**src/rtl/ac97_frame_tx_pkg.sv**
```systemverilog
// ac97_frame_tx_pkg
// Shared AC'97 output-frame geometry: frame/tag/slot widths, tag bit
// positions, slot indices, the command record type and slot-packing helpers.
package ac97_frame_tx_pkg;

  localparam int AC97_FRAME_BITS = 256;
  localparam int AC97_TAG_BITS   = 16;
  localparam int AC97_SLOT_BITS  = 20;
  localparam int AC97_NUM_SLOTS  = 12;

  // Tag bit positions (bit 15 is transmitted first)
  localparam int TAG_FRAME_VALID = 15;
  localparam int TAG_CMD_ADDR    = 14;
  localparam int TAG_CMD_DATA    = 13;
  localparam int TAG_PCM_L       = 12;
  localparam int TAG_PCM_R       = 11;

  // Slot indices carried by this transmitter
  localparam int SLOT_CMD_ADDR = 1;
  localparam int SLOT_CMD_DATA = 2;
  localparam int SLOT_PCM_L    = 3;
  localparam int SLOT_PCM_R    = 4;

  // Slots 5..12 are always transmitted as zero
  localparam int UNUSED_SLOT_BITS = (AC97_NUM_SLOTS - SLOT_PCM_R) * AC97_SLOT_BITS;

  typedef logic [7:0]                  cnt_t;
  typedef logic [AC97_FRAME_BITS-1:0]  frame_t;
  typedef logic [AC97_TAG_BITS-1:0]    tag_t;
  typedef logic [AC97_SLOT_BITS-1:0]   slot_t;

  localparam cnt_t CNT_LAST = 8'd255;
  localparam cnt_t SYNC_END = 8'd16;

  typedef struct packed {
    logic        rw;     // 1 = register read
    logic [6:0]  addr;
    logic [15:0] data;
  } ac97_cmd_t;

  // Slot 1: read/write flag, register index, then 12 reserved zero bits
  function automatic slot_t cmd_addr_slot(input ac97_cmd_t c);
    return {c.rw, c.addr, 12'h000};
  endfunction

  // Slot 2: 16-bit write data left-justified in the 20-bit slot
  function automatic slot_t cmd_data_slot(input ac97_cmd_t c);
    return {c.data, 4'h0};
  endfunction

endpackage

```
**src/rtl/ac97_cmd_holder.sv**
```systemverilog
// ac97_cmd_holder
// One-deep codec command holding register with valid/ready handshake.
// Ports:
//   clk_i, rst_ni   - bit clock, asynchronous active-low reset
//   cmd_valid_i     - upstream offers cmd_i
//   cmd_i           - command record (rw/addr/data)
//   clear_i         - frame capture edge; empties the register if it is full
//   cmd_ready_o     - register empty, a command may be accepted
//   pending_o       - register full, command waits for the next capture edge
//   cmd_o           - held command record
module ac97_cmd_holder
  import ac97_frame_tx_pkg::*;
(
  input  logic      clk_i,
  input  logic      rst_ni,
  input  logic      cmd_valid_i,
  input  ac97_cmd_t cmd_i,
  input  logic      clear_i,
  output logic      cmd_ready_o,
  output logic      pending_o,
  output ac97_cmd_t cmd_o
);

  logic      pending_q, pending_d;
  logic      accept;
  ac97_cmd_t cmd_q;

  assign accept = cmd_valid_i & ~pending_q;

  // Accept can only happen while empty, so accept and clear never
  // conflict: a capture with an empty register leaves the new command
  // pending for the following frame.
  always_comb begin
    pending_d = pending_q;
    if (accept) begin
      pending_d = 1'b1;
    end else if (clear_i) begin
      pending_d = 1'b0;
    end
  end

  always_ff @(posedge clk_i or negedge rst_ni) begin
    if (!rst_ni) begin
      pending_q <= 1'b0;
    end else begin
      pending_q <= pending_d;
    end
  end

  // Command fields are only observed while pending, so they carry no reset
  always_ff @(posedge clk_i) begin
    if (accept) begin
      cmd_q <= cmd_i;
    end
  end

  assign cmd_ready_o = ~pending_q;
  assign pending_o   = pending_q;
  assign cmd_o       = cmd_q;

endmodule

```
**src/rtl/ac97_frame_tx.sv**
```systemverilog
// ac97_frame_tx
// Serializes one 256-bit AC'97 output frame per frame period onto SYNC /
// SDATA_OUT. Slots 3/4 carry a stereo 20-bit PCM pair, slots 1/2 an optional
// codec register command from a one-deep holding register.
// Ports:
//   I_BITCLK        - codec bit clock (only clock)
//   I_RESET_L       - asynchronous active-low reset
//   I_PCM_EN        - transmit and mark valid slots 3/4
//   I_LEFT_SAMPLE   - left PCM sample, two's complement
//   I_RIGHT_SAMPLE  - right PCM sample, two's complement
//   I_CMD_VALID/RW/ADDR/DATA, O_CMD_READY - command handshake
//   O_STROBE        - one-cycle pulse at cnt 0, samples just captured
//   O_SYNC          - high for cnt 0..15
//   O_SDATA         - serial frame data, MSB first
module ac97_frame_tx
  import ac97_frame_tx_pkg::*;
(
  input  logic                I_BITCLK,
  input  logic                I_RESET_L,
  input  logic                I_PCM_EN,
  input  logic signed [19:0]  I_LEFT_SAMPLE,
  input  logic signed [19:0]  I_RIGHT_SAMPLE,
  input  logic                I_CMD_VALID,
  input  logic                I_CMD_RW,
  input  logic [6:0]          I_CMD_ADDR,
  input  logic [15:0]         I_CMD_DATA,
  output logic                O_CMD_READY,
  output logic                O_STROBE,
  output logic                O_SYNC,
  output logic                O_SDATA
);

  cnt_t      cnt_q, cnt_d;
  logic      sync_q, sync_d;
  logic      strobe_q, strobe_d;
  frame_t    shift_q, shift_d;
  frame_t    frame;
  tag_t      tag;
  slot_t     slot_cmd_addr, slot_cmd_data, slot_pcm_l, slot_pcm_r;
  logic      capture;
  logic      cmd_pending;
  ac97_cmd_t cmd_in, cmd_held;

  // The edge leaving cnt 255 starts a new frame and loads the shifter
  assign capture = (cnt_q == CNT_LAST);
  assign cmd_in  = {I_CMD_RW, I_CMD_ADDR, I_CMD_DATA};

  ac97_cmd_holder u_cmd_holder (
    .clk_i       (I_BITCLK),
    .rst_ni      (I_RESET_L),
    .cmd_valid_i (I_CMD_VALID),
    .cmd_i       (cmd_in),
    .clear_i     (capture),
    .cmd_ready_o (O_CMD_READY),
    .pending_o   (cmd_pending),
    .cmd_o       (cmd_held)
  );

  // Frame assembly from the pre-edge pending state and the live sample inputs
  always_comb begin
    tag                  = '0;
    tag[TAG_FRAME_VALID] = cmd_pending | I_PCM_EN;
    tag[TAG_CMD_ADDR]    = cmd_pending;
    tag[TAG_CMD_DATA]    = cmd_pending & ~cmd_held.rw;
    tag[TAG_PCM_L]       = I_PCM_EN;
    tag[TAG_PCM_R]       = I_PCM_EN;

    slot_cmd_addr = cmd_pending ? cmd_addr_slot(cmd_held) : '0;
    slot_cmd_data = (cmd_pending && !cmd_held.rw) ? cmd_data_slot(cmd_held) : '0;
    slot_pcm_l    = I_PCM_EN ? slot_t'(I_LEFT_SAMPLE)  : '0;
    slot_pcm_r    = I_PCM_EN ? slot_t'(I_RIGHT_SAMPLE) : '0;

    frame = {tag, slot_cmd_addr, slot_cmd_data, slot_pcm_l, slot_pcm_r,
             {UNUSED_SLOT_BITS{1'b0}}};
  end

  // Outputs are decoded from the next count so they line up with the bit
  // that shift_q presents in the same cycle.
  always_comb begin
    cnt_d    = cnt_q + 8'd1;
    sync_d   = (cnt_d < SYNC_END);
    strobe_d = (cnt_d == '0);
    shift_d  = capture ? frame : {shift_q[AC97_FRAME_BITS-2:0], 1'b0};
  end

  always_ff @(posedge I_BITCLK or negedge I_RESET_L) begin
    if (!I_RESET_L) begin
      cnt_q    <= CNT_LAST;
      sync_q   <= 1'b0;
      strobe_q <= 1'b0;
      shift_q  <= '0;
    end else begin
      cnt_q    <= cnt_d;
      sync_q   <= sync_d;
      strobe_q <= strobe_d;
      shift_q  <= shift_d;
    end
  end

  assign O_SYNC   = sync_q;
  assign O_STROBE = strobe_q;
  assign O_SDATA  = shift_q[AC97_FRAME_BITS-1];

endmodule
```
**config.mk**
```make
export PLATFORM = sky130hd
export DESIGN_NAME = ac97_frame_tx
export DESIGN_NICKNAME = d
export VERILOG_FILES = /design/src/rtl/ac97_frame_tx_pkg.sv /design/src/rtl/ac97_cmd_holder.sv /design/src/rtl/ac97_frame_tx.sv
export SDC_FILE = /design/constraint.sdc
export NUM_CORES = 1
export LEC_CHECK = 0
export CAP_MARGIN = 25
export CELL_PAD_IN_SITES_DETAIL_PLACEMENT = 1
export CELL_PAD_IN_SITES_GLOBAL_PLACEMENT = 1
export CORE_UTILIZATION = 43
export DETAILED_ROUTE_END_ITERATION = 8
export HOLD_SLACK_MARGIN = 0.15
export PLACE_DENSITY = 0.77
export SLEW_MARGIN = 40
export SYNTH_ARGS = -nofsm -noshare
export SYNTH_HDL_FRONTEND = slang
export SYNTH_SLANG_ARGS = --single-unit
export TNS_END_PERCENT = 1
```
**constraint.sdc**
```tcl
create_clock -name I_BITCLK -period 2.35 [get_ports I_BITCLK]
set_input_delay 0.235 -clock I_BITCLK [delete_from_list [all_inputs] [get_ports I_BITCLK]]
set_output_delay 0.235 -clock I_BITCLK [all_outputs]
set_load 0.1 [all_outputs]
```
== Word-level counts from Yosys, hierarchy flattened ==
Cells that the tools add are included.

* Memory bits (writable): 0
* Bits of input ports: 68
* Bits in registers: 291
* Output and inout bits: 4
* Bits in read-only memories: 0
* Logic and storage cells: 27
* Latch bits: 0
* Memories kept: 0

* Div/mod/pow operators: 0
* Reductions and logical operators: 4
* Bitwise logic cells: 5
* Shifts and indexed selects: 0
* Multiply operators: 0
* Add/subtract/negate cells: 1
* Multiplexer cells: 7
* Order comparisons: 1
* Equal/unequal tests: 1

{| class="wikitable"
|+ Operators with widths
! kind !! count
|-
| 2-to-1 mux 256 bit || 1
|-
| 2-to-1 mux 20 bit || 4
|-
| adder 8 x 1 -> 8 bit (second input constant) || 1
|-
| equality test 8 bit (second input constant) || 1
|-
| zero test 8 bit || 1
|-
| < comparator 8 x 5 -> 1 bit (second input constant) || 1
|-
| bitwise AND 1 bit || 2
|-
| 2-to-1 mux 1 bit || 2
|-
| inverter 1 bit || 2
|-
| nonzero test 2 bit || 1
|-
| logical AND 1 bit || 1
|-
| zero test 1 bit || 1
|-
| OR 1 bit || 1
|}

== Depth between registers and ports, before layout ==
* Word-level depth: 4
* Mapped depth: 6
* Mapped depth without buffers: 4

== Modules after synthesis ==
A second synthesis with hierarchy kept.

* Cells, all modules: 421
* Area total of the unflattened synthesis: 4,768.3 um2

{| class="wikitable"
|+ By module, submodules not included
! module !! times used !! area each (um2) !! cells each
|-
| ac97_frame_tx || 1 || 4,002.6 || 393
|-
| ac97_cmd_holder || 1 || 765.7 || 28
|}

== Least setup slack after synthesis ==
Ideal clock, no wire load.

* Path type: reg2reg
* From: register u_cmd_holder.pending_q, in the netlist u_cmd_holder.pending_o
* To: register u_cmd_holder.cmd_q, in the netlist u_cmd_holder.cmd_o[0], enable pin
* Slack: 428 ps
* Buffers on the path: 0
* Setup time: 408 ps
* Cell stages (with the launch flop): 2
* Arrival time: 1,514 ps
* Clock period less this slack: 1,922 ps
* Path through: dfrtp_1 nor2b_1

* Word-level cells in the longest chain between the ends: 2

{| class="wikitable"
|+ Ends and longest elaborated chain
! element !! RTL line !! text
|-
| start, declared || ac97_cmd_holder.sv:24 || <nowiki>logic pending_q, pending_d;</nowiki>
|-
| start signal, assigned || ac97_cmd_holder.sv:46 || <nowiki>pending_q <= pending_d;</nowiki>
|-
| inverter 1 bit || ac97_cmd_holder.sv:28 || <nowiki>assign accept = cmd_valid_i & ~pending_q;</nowiki>
|-
| bitwise AND 1 bit || ac97_cmd_holder.sv:28 ||
|-
| net u_cmd_holder.accept || ac97_cmd_holder.sv:25 || <nowiki>logic accept;</nowiki>
|-
| end signal, assigned || ac97_cmd_holder.sv:53 || <nowiki>cmd_q <= cmd_i;</nowiki>
|-
| end, declared || ac97_cmd_holder.sv:26 || <nowiki>ac97_cmd_t cmd_q;</nowiki>
|}

The timed path passes the listed nets, and every way through them passes these cells.
A chain may end at the register's enable or synchronous reset.

== Worst setup path in the final report ==
* From: register cnt_q[3]
* To: register shift_q[232]

* Word-level cells in the longest chain between the ends: 2

{| class="wikitable"
|+ Ends and longest elaborated chain
! element !! RTL line !! text
|-
| start, declared || ac97_frame_tx.sv:33 || <nowiki>cnt_t cnt_q, cnt_d;</nowiki>
|-
| start signal, assigned || ac97_frame_tx.sv:93 || <nowiki>cnt_q <= cnt_d;</nowiki>
|-
| equality test 8 bit || ac97_frame_tx.sv:45 || <nowiki>assign capture = (cnt_q == CNT_LAST);</nowiki>
|-
| 2-to-1 mux 256 bit || ac97_frame_tx.sv:83 || <nowiki>shift_d = capture ? frame : {shift_q[AC97_FRAME_BITS-2:0], 1'b0};</nowiki>
|-
| net shift_d[232] || ac97_frame_tx.sv:36 || <nowiki>frame_t shift_q, shift_d;</nowiki>
|-
| end signal, assigned || ac97_frame_tx.sv:96 || <nowiki>shift_q <= shift_d;</nowiki>
|-
| end, declared || ac97_frame_tx.sv:36 ||
|}

The timed path passes the listed nets, and every way through them passes these cells.

==> report_table.html <==
<table>
<tr><th>Metric</th><th>Value</th></tr>
<tr><th colspan="2">Finish</th></tr>
<tr><td>Layout area overhead</td><td>25.85%</td></tr>
<tr><td># nets final</td><td>558</td></tr>
<tr><td>Non-filler instance count after layout</td><td>approximately 650</td></tr>
<tr><td>Share of cells above drive strength 1</td><td>0.1096</td></tr>
<tr><td>Post-route cell area</td><td>~6500 um2</td></tr>
<tr><td>Number of filler cells placed in the layout</td><td>between 1000 and 1500</td></tr>
<tr><td>Antenna fix cells</td><td>0</td></tr>
<tr><td>Final core occ</td><td>0.5612</td></tr>
<tr><th colspan="2">Setup path</th></tr>
<tr><td>Critical Path Fanout Max</td><td>between 90 and 100</td></tr>
<tr><td>Endpoint of the worst setup timing path</td><td>shift_q[232]</td></tr>
<tr><td>Startpoint Class</td><td>flip-flop</td></tr>
<tr><td>Worst R2R Setup Slack</td><td>a little under 400 ps</td></tr>
<tr><td>Crit path capture type</td><td>flip-flop</td></tr>
<tr><td>CP Data Required Time</td><td>approximately 2600 ps</td></tr>
<tr><td>Launch point of the worst reg-to-reg path</td><td>cnt_q[3]</td></tr>
<tr><td>Arrival time of data at the critical path endpoint</td><td>approximately 2200 ps</td></tr>
<tr><td>Type of the worst setup path</td><td>flip-flop to flip-flop</td></tr>
<tr><td>Start point of the critical path</td><td>cnt_q[3]</td></tr>
<tr><td>R2r worst-path depth</td><td>4</td></tr>
<tr><td>Crit Reg-Reg Endpoint</td><td>shift_q[232]</td></tr>
<tr><th colspan="2">Power and ir drop</th></tr>
<tr><td>Power consumption</td><td>4.923 mW</td></tr>
<tr><td>Leakage power</td><td>2.582 nW</td></tr>
<tr><td>Power density over the cells</td><td>around 760 nW/um2</td></tr>
<tr><td>Highest ir drop seen on vdd</td><td>between 0.4 and 0.5 mV</td></tr>
<tr><th colspan="2">Floorplanning</th></tr>
<tr><td>Full die area</td><td>between 10000 and 15000 um2</td></tr>
<tr><td>Die H</td><td>111.3 um</td></tr>
<tr><td>X dimension of the die</td><td>111.3 um</td></tr>
<tr><td>Total core area</td><td>approximately 12000 um2</td></tr>
<tr><td>Starting Density</td><td>0.4459</td></tr>
<tr><td>I/O pin count</td><td>72</td></tr>
<tr><td>Count of standard-cell rows</td><td>39</td></tr>
<tr><th colspan="2">GRT</th></tr>
<tr><td>Overflow left after global routing</td><td>0</td></tr>
<tr><td>Met1 demand-to-capacity share in global routing</td><td>0.2516</td></tr>
<tr><td>Routing usage on met2</td><td>0.2979</td></tr>
<tr><td>Antenna violations before repair</td><td>0</td></tr>
<tr><td>Global routing usage summed across all routing layers</td><td>0.1953</td></tr>
<tr><td>Largest net degree at the start of global routing</td><td>about 130</td></tr>
<tr><td>Busiest layer in global routing</td><td>met2</td></tr>
<tr><td>Vias in the first global route</td><td>between 3000 and 4000</td></tr>
<tr><td>Routing usage on met3</td><td>0.06506</td></tr>
<tr><td>First-pass GRT wire length</td><td>18.31 mm</td></tr>
<tr><th colspan="2">CTS</th></tr>
<tr><td>Clock-pin slew on the worst setup and hold paths</td><td>60 ps</td></tr>
<tr><td>Clock root buffer</td><td>clkbuf_16</td></tr>
<tr><td>Clock buffer count from CTS</td><td>17</td></tr>
<tr><td>Setup Fix Bufs, Post-CTS</td><td>0</td></tr>
<tr><td>TritonCTS clock tree</td><td>built</td></tr>
<tr><td>Clock latency on the worst-skew pair</td><td>roughly 420 ps</td></tr>
<tr><td>Count of clock tree sinks</td><td>131</td></tr>
<tr><td>Count of H-tree levels built during CTS</td><td>4</td></tr>
<tr><td>Maximum buffer depth of the clock tree</td><td>2</td></tr>
<tr><th colspan="2">Status</th></tr>
<tr><td>Run status</td><td>finished, violations left</td></tr>
<tr><td>Violations in the final reports</td><td>DRC</td></tr>
<tr><th colspan="2">Route</th></tr>
<tr><td>Remaining routing DRC violations</td><td>4</td></tr>
<tr><td>Final WL</td><td>10.58 mm</td></tr>
<tr><td>Via count of the routed design</td><td>3335</td></tr>
<tr><td>DR iter-0 viols</td><td>233</td></tr>
<tr><td>Routed WL per cell</td><td>roughly 16 um</td></tr>
<tr><td>Detail-routed via count per cell</td><td>5.171</td></tr>
<tr><td>Count of antenna-violating nets left after detailed routing</td><td>0</td></tr>
<tr><td>Initial DRT Pass Iterations</td><td>6</td></tr>
<tr><th colspan="2">Timing</th></tr>
<tr><td>Setup repair after global routing missed its margin</td><td>no</td></tr>
<tr><td>Shortest period the worst path allows</td><td>1957 ps</td></tr>
<tr><td>Final Max Slew Viols</td><td>0</td></tr>
<tr><td>Hold_ws</td><td>around 370 ps</td></tr>
<tr><td>Total Negative Setup Slacks</td><td>0 ps</td></tr>
<tr><td>Clock Skew</td><td>7.639 ps</td></tr>
<tr><td>Final setup fails</td><td>0</td></tr>
<tr><td>Rel. slew slack</td><td>0.4639</td></tr>
<tr><td>Period utilization</td><td>0.8327</td></tr>
<tr><td>Worst setup margin</td><td>393.1 ps</td></tr>
<tr><td>Maximum clock frequency</td><td>511.0 MHz</td></tr>
<tr><td>Least-Margin Pin Slew</td><td>~800 ps</td></tr>
<tr><td>Hold Vio Cnt, Final</td><td>0</td></tr>
<tr><th colspan="2">Synth</th></tr>
<tr><td>Post-synthesis register bit count</td><td>131</td></tr>
<tr><td>Library cell with the largest summed area after synthesis</td><td>dfrtp_1</td></tr>
<tr><td>Synthesized area per cell</td><td>between 10 and 15 um2</td></tr>
<tr><td>Post-synth design cell area</td><td>slightly above 5000 um2</td></tr>
<tr><td>Net Count, Synth</td><td>501</td></tr>
<tr><td>Area fraction of the dominant cell type after synthesis</td><td>0.4825</td></tr>
<tr><td>Cell with the most instances after synthesis</td><td>dfrtp_1</td></tr>
<tr><td>Most used flip-flop cell after synthesis</td><td>dfrtp_1</td></tr>
<tr><td>Most frequent cells after synthesis</td><td>dfrtp_1 (99), nand2_1 (66), o21ai_0 (65)</td></tr>
<tr><td>Sequential share of the synthesized area</td><td>0.6637</td></tr>
<tr><td>EDFF count, synth</td><td>24</td></tr>
<tr><td>Yosys warns</td><td>0</td></tr>
<tr><td>Synth unique cells</td><td>29</td></tr>
<tr><td>Main area contributors after synthesis</td><td>dfrtp_1 (48%), edfxtp_1 (14%), o31ai_1 (9.4%), o21ai_0 (6.3%), nand2_1 (4.8%)</td></tr>
<tr><td>Mapped Cells</td><td>432</td></tr>
<tr><td>Async set-reset flop share out of synthesis</td><td>0.8168</td></tr>
<tr><th colspan="2">Placed design</th></tr>
<tr><td>Number of I/O port buffers</td><td>a little over 70</td></tr>
<tr><td>Dpl hpwl</td><td>6.256 mm</td></tr>
<tr><td>GP Congestion</td><td>between 0.7 and 0.8</td></tr>
<tr><td>Total placed cells including tap cells</td><td>between 600 and 700</td></tr>
<tr><td>Setup Slack @ Placement</td><td>420.9 ps</td></tr>
<tr><td>Post-DP Area</td><td>~5900 um2</td></tr>
<tr><th colspan="2">Hold path</th></tr>
<tr><td>Kind of path behind the tightest hold check</td><td>input port to async pin</td></tr>
<tr><th colspan="2">Job</th></tr>
<tr><td>Number of maximum-capacitance constraint violations</td><td>0</td></tr>
</table>
==> flip-flops by register name, summed over array words and instances, names as in the netlist <==
register	flops
O_STROBE	1
O_SYNC	1
cnt_q	8
shift_q	96
u_cmd_holder.cmd_o	24
u_cmd_holder.pending_o	1
==> cell usage in the layout, fill, tap and decap left out, types with 5 or more instances in the layout <==
master and instances:
xnor2_1 5, edfxtp_1 24, nor2_1 5, clkbuf_1 5, o21ai_0 65, dfrtp_1 99
clkdlybuf4s50_1 66, clkbuf_16 17, nor2b_1 28, o31ai_1 64, buf_4 11, nand2_1 66
dfstp_2 8, clkinv_2 5
==> final cells by class <==
cell class | instances | area, um2 | area share
multi-input cells | 257 | 1530 | 0.2368
clock inverters | 7 | 58.81 | 0.009100
well taps | 143 | 178.9 | 0.02769
repair buffers | 80 | 793.3 | 0.1227
inverters | 2 | 7.507 | 0.001162
clock buffers | 25 | 485.5 | 0.07512
flip-flops and latches | 131 | 3408 | 0.5274
==> per-layer routing <==
metal	part of all wire	up-vias	wire length, um
li1	-	1626	-
met1	0.45	1635	4808
met2	0.49	57	5144
met3	0.039	17	409
met4	0.021	0	218
met5	0	-	0
==> what timing repair did <==
action	CTS	global route
gates resized for setup	0	0
hold endpoints to repair	43	0
hold buffers	1	0
==> worst min path at each step <==
stage	to	slack, ps
final	shift_q[178]	370
after global routing	u_cmd_holder.cmd_o[21]	350
after CTS	u_cmd_holder.cmd_o[9]	350
after detailed placement	shift_q[177]	280
after global placement	shift_q[178]	270
after floorplan	O_STROBE	-60
==> kinds of logic (layout without fill, tap and decap cells) <==
group,Yosys count,in the layout,synth area share
AOI/OAI and AO/OA,134,134,0.1654
xor gates and xnor gates,9,9,0.01535
adders and majority gates,1,1,0.002436
buffers and inverters,44,114,0.04191
DFF,131,131,0.6637
muxes,4,4,0.008771
and+or+nand+nor,109,109,0.1023
==> where the power goes <==
part / switching [mW] / internal [mW]
combinational: 0.0752 / 0.109
sequential: 0.000000000000000329 / 2.32
clock: 0.901 / 1.52
total: 0.976 / 3.95
==> worst max-delay path, stage by stage (launching register included) <==
cell     delay (ps)
dfstp_2         610
nand4_4         230
buf_4           420
o21ai_0         360
o31ai_1         120
Power figures use the tool's default switching activity.
